<file path="config.mk">
export PLATFORM = sky130hd
export DESIGN_NAME = fir_decim_mac_flat
export DESIGN_NICKNAME = d
export VERILOG_FILES = /design/src/rtl/fir_decim_mac_if.sv /design/src/rtl/fir_decim_mac.sv /design/src/flat_wrapper.sv
export SDC_FILE = /design/constraint.sdc
export NUM_CORES = 2
export LEC_CHECK = 0
export CORE_ASPECT_RATIO = 0.9
export CORE_MARGIN = 2
export CORE_UTILIZATION = 50
export DETAILED_ROUTE_END_ITERATION = 8
export GPL_TIMING_DRIVEN = 0
export HOLD_SLACK_MARGIN = 0.05
export PLACE_DENSITY = 0.66
export SETUP_SLACK_MARGIN = 0.05
export SLEW_MARGIN = 40
export SYNTH_ARGS = -nofsm -noshare
export SYNTH_HDL_FRONTEND = slang
export SYNTH_SLANG_ARGS = --single-unit
</file>
<file path="constraint.sdc">
create_clock -name sys_clk -period 88.5 [get_ports sys_clk]
set_clock_uncertainty 0.15 [all_clocks]
set_input_delay 13.275 -clock sys_clk [delete_from_list [all_inputs] [get_ports sys_clk]]
set_output_delay 13.275 -clock sys_clk [all_outputs]
set_load 0.005 [all_outputs]
</file>
<file path="src/rtl/fir_decim_mac_if.sv">
// Sample, coefficient and output bus of the decimating FIR MAC.
// The master side feeds samples and coefficients, the slave side is the filter.
interface fir_decim_mac_if #(
    parameter int DATA_W = 16,
    parameter int COEF_W = 16,
    parameter int TAPS   = 32,
    parameter int OUT_W  = 16
);
    localparam int ADDR_W = $clog2(TAPS);

    logic                     clear;
    logic                     coef_we;
    logic [ADDR_W-1:0]        coef_addr;
    logic signed [COEF_W-1:0] coef_wdata;
    logic                     in_valid;
    logic                     in_ready;
    logic signed [DATA_W-1:0] in_data;
    logic                     out_valid;
    logic signed [OUT_W-1:0]  out_data;
    logic                     busy;

    modport master (
        output clear, coef_we, coef_addr, coef_wdata, in_valid, in_data,
        input  in_ready, out_valid, out_data, busy
    );

    modport slave (
        input  clear, coef_we, coef_addr, coef_wdata, in_valid, in_data,
        output in_ready, out_valid, out_data, busy
    );
endinterface

</file>
<file path="src/rtl/fir_decim_mac.sv">
// Time-multiplexed FIR low-pass with integer decimation.
// One multiplier walks the circular sample history once per decimated output,
// then the accumulator is rounded half-up, shifted and saturated.
module fir_decim_mac #(
    parameter int DATA_W = 16,
    parameter int COEF_W = 16,
    parameter int TAPS   = 32,
    parameter int DECIM  = 1,
    parameter int SHIFT  = 15,
    parameter int OUT_W  = 16
) (
    input  logic             sys_clk,
    input  logic             sys_rst,
    fir_decim_mac_if.slave   bus
);
    localparam int ADDR_W = $clog2(TAPS);
    localparam int DEC_W  = (DECIM > 1) ? $clog2(DECIM) : 1;
    localparam int PROD_W = DATA_W + COEF_W;
    localparam int ACC_W  = PROD_W + ADDR_W;
    localparam int SAT_W  = (ACC_W + 1 > OUT_W) ? ACC_W + 2 : OUT_W + 1;

    localparam logic signed [SAT_W-1:0] RND =
        (SHIFT == 0) ? '0 : (SAT_W'(1) <<< ((SHIFT == 0) ? 0 : SHIFT - 1));
    localparam logic signed [SAT_W-1:0] OUT_MAX =
        {{(SAT_W-OUT_W+1){1'b0}}, {(OUT_W-1){1'b1}}};
    localparam logic signed [SAT_W-1:0] OUT_MIN =
        {{(SAT_W-OUT_W+1){1'b1}}, {(OUT_W-1){1'b0}}};

    typedef enum logic [1:0] {IDLE, MAC, DONE} state_t;

    state_t                   state;
    state_t                   state_next;
    logic signed [COEF_W-1:0] coef [TAPS];
    logic signed [DATA_W-1:0] hist [TAPS];
    logic [ADDR_W-1:0]        wr_ptr;
    logic [ADDR_W-1:0]        rd_ptr;
    logic [ADDR_W-1:0]        k;
    logic [DEC_W-1:0]         dec_cnt;
    logic signed [ACC_W-1:0]  acc;
    logic signed [ACC_W-1:0]  acc_sum;
    logic signed [PROD_W-1:0] product;
    logic signed [SAT_W-1:0]  rounded;
    logic signed [SAT_W-1:0]  shifted;
    logic signed [OUT_W-1:0]  sat_out;
    logic                     accept;
    logic                     trigger;
    logic                     last_tap;
    logic                     coef_in_range;

    assign accept        = (state == IDLE) && bus.in_valid && !bus.clear;
    assign trigger       = accept && (dec_cnt == DEC_W'(DECIM - 1));
    assign last_tap      = (k == ADDR_W'(TAPS - 1));
    assign coef_in_range = ({1'b0, bus.coef_addr} < (ADDR_W + 1)'(TAPS));

    assign bus.in_ready  = (state == IDLE);
    assign bus.busy      = (state == MAC);
    assign bus.out_valid = (state == DONE);

    // State register; reset drops any run in flight.
    always_ff @(posedge sys_clk or posedge sys_rst) begin
        if (sys_rst) state <= IDLE;
        else         state <= state_next;
    end

    // Next-state: one MAC pass of TAPS cycles per decimated sample, clear wins.
    always_comb begin
        state_next = state;
        case (state)
            IDLE:    if (trigger)  state_next = MAC;
            MAC:     if (last_tap) state_next = DONE;
            DONE:    state_next = IDLE;
            default: state_next = IDLE;
        endcase
        if (bus.clear) state_next = IDLE;
    end

    // Product, accumulate and the round/shift/saturate of the completed sum.
    always_comb begin
        product = coef[k] * hist[rd_ptr];
        acc_sum = acc + ACC_W'(product);
        rounded = SAT_W'(acc_sum) + RND;
        shifted = rounded >>> SHIFT;
        if (shifted > OUT_MAX)      sat_out = OUT_MAX[OUT_W-1:0];
        else if (shifted < OUT_MIN) sat_out = OUT_MIN[OUT_W-1:0];
        else                        sat_out = shifted[OUT_W-1:0];
    end

    // History, coefficients, pointers and accumulator; rd_ptr walks backwards
    // from the newest sample so tap k always meets x(n-k).
    always_ff @(posedge sys_clk or posedge sys_rst) begin
        if (sys_rst) begin
            wr_ptr       <= '0;
            rd_ptr       <= '0;
            k            <= '0;
            dec_cnt      <= '0;
            acc          <= '0;
            bus.out_data <= '0;
            for (int i = 0; i < TAPS; i++) begin
                hist[i] <= '0;
                coef[i] <= '0;
            end
        end else if (bus.clear) begin
            wr_ptr  <= '0;
            rd_ptr  <= '0;
            k       <= '0;
            dec_cnt <= '0;
            acc     <= '0;
            for (int i = 0; i < TAPS; i++) hist[i] <= '0;
        end else begin
            if (state == IDLE && bus.coef_we && coef_in_range)
                coef[bus.coef_addr] <= bus.coef_wdata;
            if (accept) begin
                hist[wr_ptr] <= bus.in_data;
                wr_ptr <= (wr_ptr == ADDR_W'(TAPS - 1)) ? '0 : wr_ptr + ADDR_W'(1);
                if (trigger) begin
                    dec_cnt <= '0;
                    acc     <= '0;
                    k       <= '0;
                    rd_ptr  <= wr_ptr;
                end else begin
                    dec_cnt <= dec_cnt + DEC_W'(1);
                end
            end
            if (state == MAC) begin
                acc    <= acc_sum;
                k      <= last_tap ? '0 : k + ADDR_W'(1);
                rd_ptr <= (rd_ptr == '0) ? ADDR_W'(TAPS - 1) : rd_ptr - ADDR_W'(1);
                if (last_tap) bus.out_data <= sat_out;
            end
        end
    end
endmodule

</file>
<file path="src/flat_wrapper.sv">
// flat-port wrapper written by rule: the top's interface ports become plain ports
module fir_decim_mac_flat 
#(
    parameter int DATA_W = 16,
    parameter int COEF_W = 16,
    parameter int TAPS   = 32,
    parameter int DECIM  = 1,
    parameter int SHIFT  = 15,
    parameter int OUT_W  = 16
)
  (sys_clk, sys_rst, bus_clear, bus_coef_we, bus_coef_addr, bus_coef_wdata, bus_in_valid, bus_in_data, bus_in_ready, bus_out_valid, bus_out_data, bus_busy);
  fir_decim_mac_if #(.DATA_W(DATA_W), .COEF_W(COEF_W), .TAPS(TAPS), .OUT_W(OUT_W)) bus_i ();
  input  logic sys_clk;
  input  logic sys_rst;
  input wire logic [$bits(bus_i.clear)-1:0] bus_clear;
  input wire logic [$bits(bus_i.coef_we)-1:0] bus_coef_we;
  input wire logic [$bits(bus_i.coef_addr)-1:0] bus_coef_addr;
  input wire logic [$bits(bus_i.coef_wdata)-1:0] bus_coef_wdata;
  input wire logic [$bits(bus_i.in_valid)-1:0] bus_in_valid;
  input wire logic [$bits(bus_i.in_data)-1:0] bus_in_data;
  output wire logic [$bits(bus_i.in_ready)-1:0] bus_in_ready;
  output wire logic [$bits(bus_i.out_valid)-1:0] bus_out_valid;
  output wire logic [$bits(bus_i.out_data)-1:0] bus_out_data;
  output wire logic [$bits(bus_i.busy)-1:0] bus_busy;
  assign bus_i.clear = bus_clear;
  assign bus_i.coef_we = bus_coef_we;
  assign bus_i.coef_addr = bus_coef_addr;
  assign bus_i.coef_wdata = bus_coef_wdata;
  assign bus_i.in_valid = bus_in_valid;
  assign bus_i.in_data = bus_in_data;
  assign bus_in_ready = bus_i.in_ready;
  assign bus_out_valid = bus_i.out_valid;
  assign bus_out_data = bus_i.out_data;
  assign bus_busy = bus_i.busy;
  fir_decim_mac #(.DATA_W(DATA_W), .COEF_W(COEF_W), .TAPS(TAPS), .DECIM(DECIM), .SHIFT(SHIFT), .OUT_W(OUT_W)) u_core (.sys_clk(sys_clk), .sys_rst(sys_rst), .bus(bus_i));
endmodule
</file>
==> results.tsv <==
stage	metric	value	unit
grt	GR Overflow Total	0	
power	sequential power share	43.2	%
floorplanning	DIE AREA	0.130	mm2
synth	#FFs+latches synth	1095	
grt	initial antenna violation count	7	
worst_setup_path	FF-to-FF End	u_core.bus.out_data[6]	
power	P_sw	0.000363	W
worst_setup_path	r2r setup slk	74.76	ns
worst_hold_path	WHS Path Cells	1	
synth	syn nets	6509	
sta	Slew Limit Headroom	34.6	%
clock_tree	CTS Hold Bufs	0	
clock_tree	Root Driver	clkbuf_16	
sta	Slew Limit Fails	0	
sta	Max Freq	61.7	MHz
clock_tree	clock tree buffer depth	3	
sta	Slew @ Worst Pin	0.981	ns
power	Worst VDD drop	0.0178	mV
placement	Area after DPL	0.0668	mm2
synth	syn_area_per_cell	10.5	um2
grt	Total GRT Usage	32.8	%
final_layout	share of cells above drive strength 1	18.6	%
worst_hold_path	worst min path class	flop to flop	
route	DRT Pass-1 Iters	6	
clock_tree	Clk Latency, worst-skew pair	0.80	ns
synth	Post-synth EDFFs	0	
sta	setup TNS	0	ns
worst_setup_path	WP buf/inv	4	
worst_setup_path	CP Max Fanout	10	
grt	vias in the first global route	48600	
synth	Synth Instances	6031	
worst_setup_path	worst r2r path cells	32	
sta	final hold violations	0	
route	DRC	0	
power	Sw Share	28.8	%
clock_tree	CTS tree	built	
placement	Placed Cells	7798	
route	WL/cell	26.2	um
clock_tree	CTS sink cnt	1095	
floorplanning	I/O pin count	61	
worst_setup_path	Worst Setup End Kind	flop	
run	Max Cap Violations	0	
clock_tree	clock slew at reported path FFs	0.06	ns
final_layout	Finished Cell Area	0.0709	mm2
sta	Final setup viols	0	
sta	Final Critical Period	16.21	ns
clock_tree	htree depth	3	
power	clock group share of total power	40.8	%
synth	Mapped Area	0.0633	mm2
worst_setup_path	Critical Path RT	89.00	ns
placement	port bufs	57	
synth	sequential-to-total area share from yosys stat	43.3	%
final_layout	synthesis-to-finish area growth	11.9	%
floorplanning	Die W	379	um
clock_tree	post-cts resize count	0	
placement	global placer's final weighted congestion	1.02	
route	Vias/cell	6.09	
synth	library cells used by synthesis	80	
worst_hold_path	hold endpoint	u_core.coef[403]	
worst_setup_path	RR Startpoint	u_core.rd_ptr[0]	
grt	global-route wire length before repair	315	mm
sta	RSZ-0062 raised after global routing	false	
final_layout	final net count	6708	
clock_tree	TritonCTS Buffers	114	
clock_tree	# Post-CTS Setup Buffers	0	
worst_setup_path	CP Cell Sequence	clkdlybuf4s50_1 > nor4b_2 > buf_4 > nor2b_1 > nand2b_1 > nor2b_1 > clkbuf_1 > buf_1 > mux2_2	
power	Logic pwr share	16.0	%
floorplanning	Core Rows	123	
worst_setup_path	Worst Path Arrival	16.71	ns
worst_setup_path	Worst path max stage delay	0.72	ns
grt	largest net degree at the start of global routing	83	
status	status	finished clean	
synth	asr flop ratio synth	100	%
worst_setup_path	Slowest-stage cell, CP	buf_1	
power	Pint	0.000899	W
synth	top_reg_cell synth	dfrtp_1	
power	power density cells	17.8	mW/mm2
sta	Final period util	18.3	%
placement	hpwl dp	151	mm
floorplanning	Initial Util	50.6	%
floorplanning	die extent in y	342	um
floorplanning	Core Footprint	0.125	mm2
final_layout	non-filler instance count after layout	8011	
route	Final ANT Viol Nets	0	
worst_setup_path	Top delay family on crit path	buffers and inverters	
worst_setup_path	kind of start point of the critical path	input port	
synth	yosys warns	0	
worst_setup_path	most used cell, CP	nor2b_1	
route	routed wire length	210	mm
worst_setup_path	critical setup path kind	input port to flop	
route	vias	48800	
worst_hold_path	worst hold start	u_core.coef[403]	
route	Iteration-0 DRC Markers	5082	
power	Static Leak	31.2	nW
worst reg2reg max path, delay by kind of cell, from the launching register on:
family,cells,cell delay (ns)
adder cells (fa/ha/maj),7,3.79
multiplexers,1,0.24
buffers and inverters,7,3.52
AO/OA/AOI/OAI,9,2.45
XOR/XNOR,1,0.47
flip-flops,1,0.32
AND/OR/NAND/NOR,7,2.70
cell usage after synthesis, types with 10 or more instances:
library cell | n | area share [%]
nor3_1 | 35 | 0.28
buf_2 | 10 | 0.079
nor2_1 | 288 | 1.7
mux2i_1 | 216 | 3.4
nand4_1 | 13 | 0.13
or2_2 | 115 | 1.1
mux2_2 | 543 | 9.7
ha_1 | 118 | 2.3
buf_1 | 35 | 0.21
o21ai_0 | 100 | 0.79
dfrtp_1 | 1095 | 43
xor2_1 | 13 | 0.18
xnor2_1 | 31 | 0.43
clkbuf_1 | 404 | 2.4
a21o_1 | 12 | 0.14
nor2b_1 | 30 | 0.30
inv_1 | 318 | 1.9
and3_1 | 10 | 0.099
nand2_1 | 1174 | 7.0
o221ai_1 | 61 | 0.84
a211oi_1 | 23 | 0.27
nand2b_1 | 11 | 0.11
a21oi_1 | 658 | 5.2
o22ai_1 | 61 | 0.60
fa_1 | 318 | 10
nand3_1 | 39 | 0.31
mux4_2 | 140 | 5.0
a22o_1 | 25 | 0.35
power groups by stage:
| stage | Clock (W) | Sequential, W | Combinational (W) |
|---|---|---|---|
| final | 0.000515 | 0.000545 | 0.000202 |
| after floorplan | 0 | 0.000550 | 0.000130 |
| after global placement | 0 | 0.000554 | 0.000190 |
| after CTS | 0.000518 | 0.000544 | 0.000198 |
| after global routing | 0.000538 | 0.000547 | 0.000217 |
| after detailed placement | 0 | 0.000553 | 0.000197 |
metal layers:
metal | global-route usage, % | up-vias | routed length [um]
met3 | 9.55 | 585 | 22600
li1 | - | 20900 | -
met5 | 0.629 | - | 160
met4 | 14.0 | 8 | 10400
met2 | 47.3 | 2460 | 89800
met1 | 46.4 | 24900 | 87200
cells by family (layout without fill, tap and decap cells):
kind of cell	Yosys count	after routing	share of synthesized area, %
adder cells (fa/ha/maj)	436	436	12.4
flip-flops	1095	1095	43.3
AO/OA/AOI/OAI	1016	1016	9.38
other	0	3	0
multiplexers	899	899	18.0
XOR/XNOR	44	44	0.608
AND/OR/NAND/NOR	1770	1770	11.7
buffers and inverters	771	1061	4.61
worst max-delay path by stage:
stage	cells after the start	to	slack, ns	start
6_report	9	u_core.coef[434]	72.29	bus_coef_we
5_1_grt	9	u_core.coef[434]	72.15	bus_coef_we
4_1_cts	9	u_core.coef[447]	72.34	bus_coef_we
3_5_place_dp	9	u_core.coef[438]	71.55	bus_coef_we
3_3_place_gp	2	u_core.coef[364]	31.39	sys_rst
2_1_floorplan	1	u_core.acc[0]	44.25	sys_rst
per-stage QoR:
| step | worst slack, ns | hold WS (ns) | util, % | power [W] |
|---|---|---|---|---|
| 2_1_floorplan | 44.25 | 0.305 | - | 0.000680 |
| 3_3_place_gp | 31.39 | 0.331 | 52.7 | 0.000743 |
| 3_5_place_dp | 71.55 | 0.339 | 53.3 | 0.000750 |
| 4_1_cts | 72.34 | 0.351 | 56.5 | 0.00126 |
| 5_1_grt | 72.15 | 0.358 | 56.6 | 0.00130 |
| 6_report | 72.29 | 0.347 | 56.6 | 0.00126 |
sequential cells by signal, indices dropped and copies added, names as in the netlist:
register,cells
u_core.dec_cnt,1
u_core.state,2
u_core.wr_ptr,5
u_core.bus.out_data,16
u_core.hist,512
u_core.k,5
u_core.coef,512
u_core.acc,37
u_core.rd_ptr,5
placed cells by master (no fill, tap or decap), types with 62 or more instances in the layout:
cell,n
a21oi_1,643
clkbuf_1,362
clkbuf_16,115
clkbuf_2,62
dfrtp_1,1095
fa_1,318
ha_1,118
inv_1,316
mux2_2,543
mux2i_1,214
mux4_2,140
nand2_1,1174
nor2_1,285
o21ai_0,98
or2_2,115
final cells by class:
class                      count  area, um2
fill                       10800      54400
multi-input combinational   4165      33100
sequential                  1095      27400
clock buffer                 165       3390
tap                         1687       2110
buffer                       451       1830
inverter                     320       1210
timing repair buffer          83       1150
clock inverter                42        631
antenna                        3       7.51
Power figures use the tool's default switching activity.
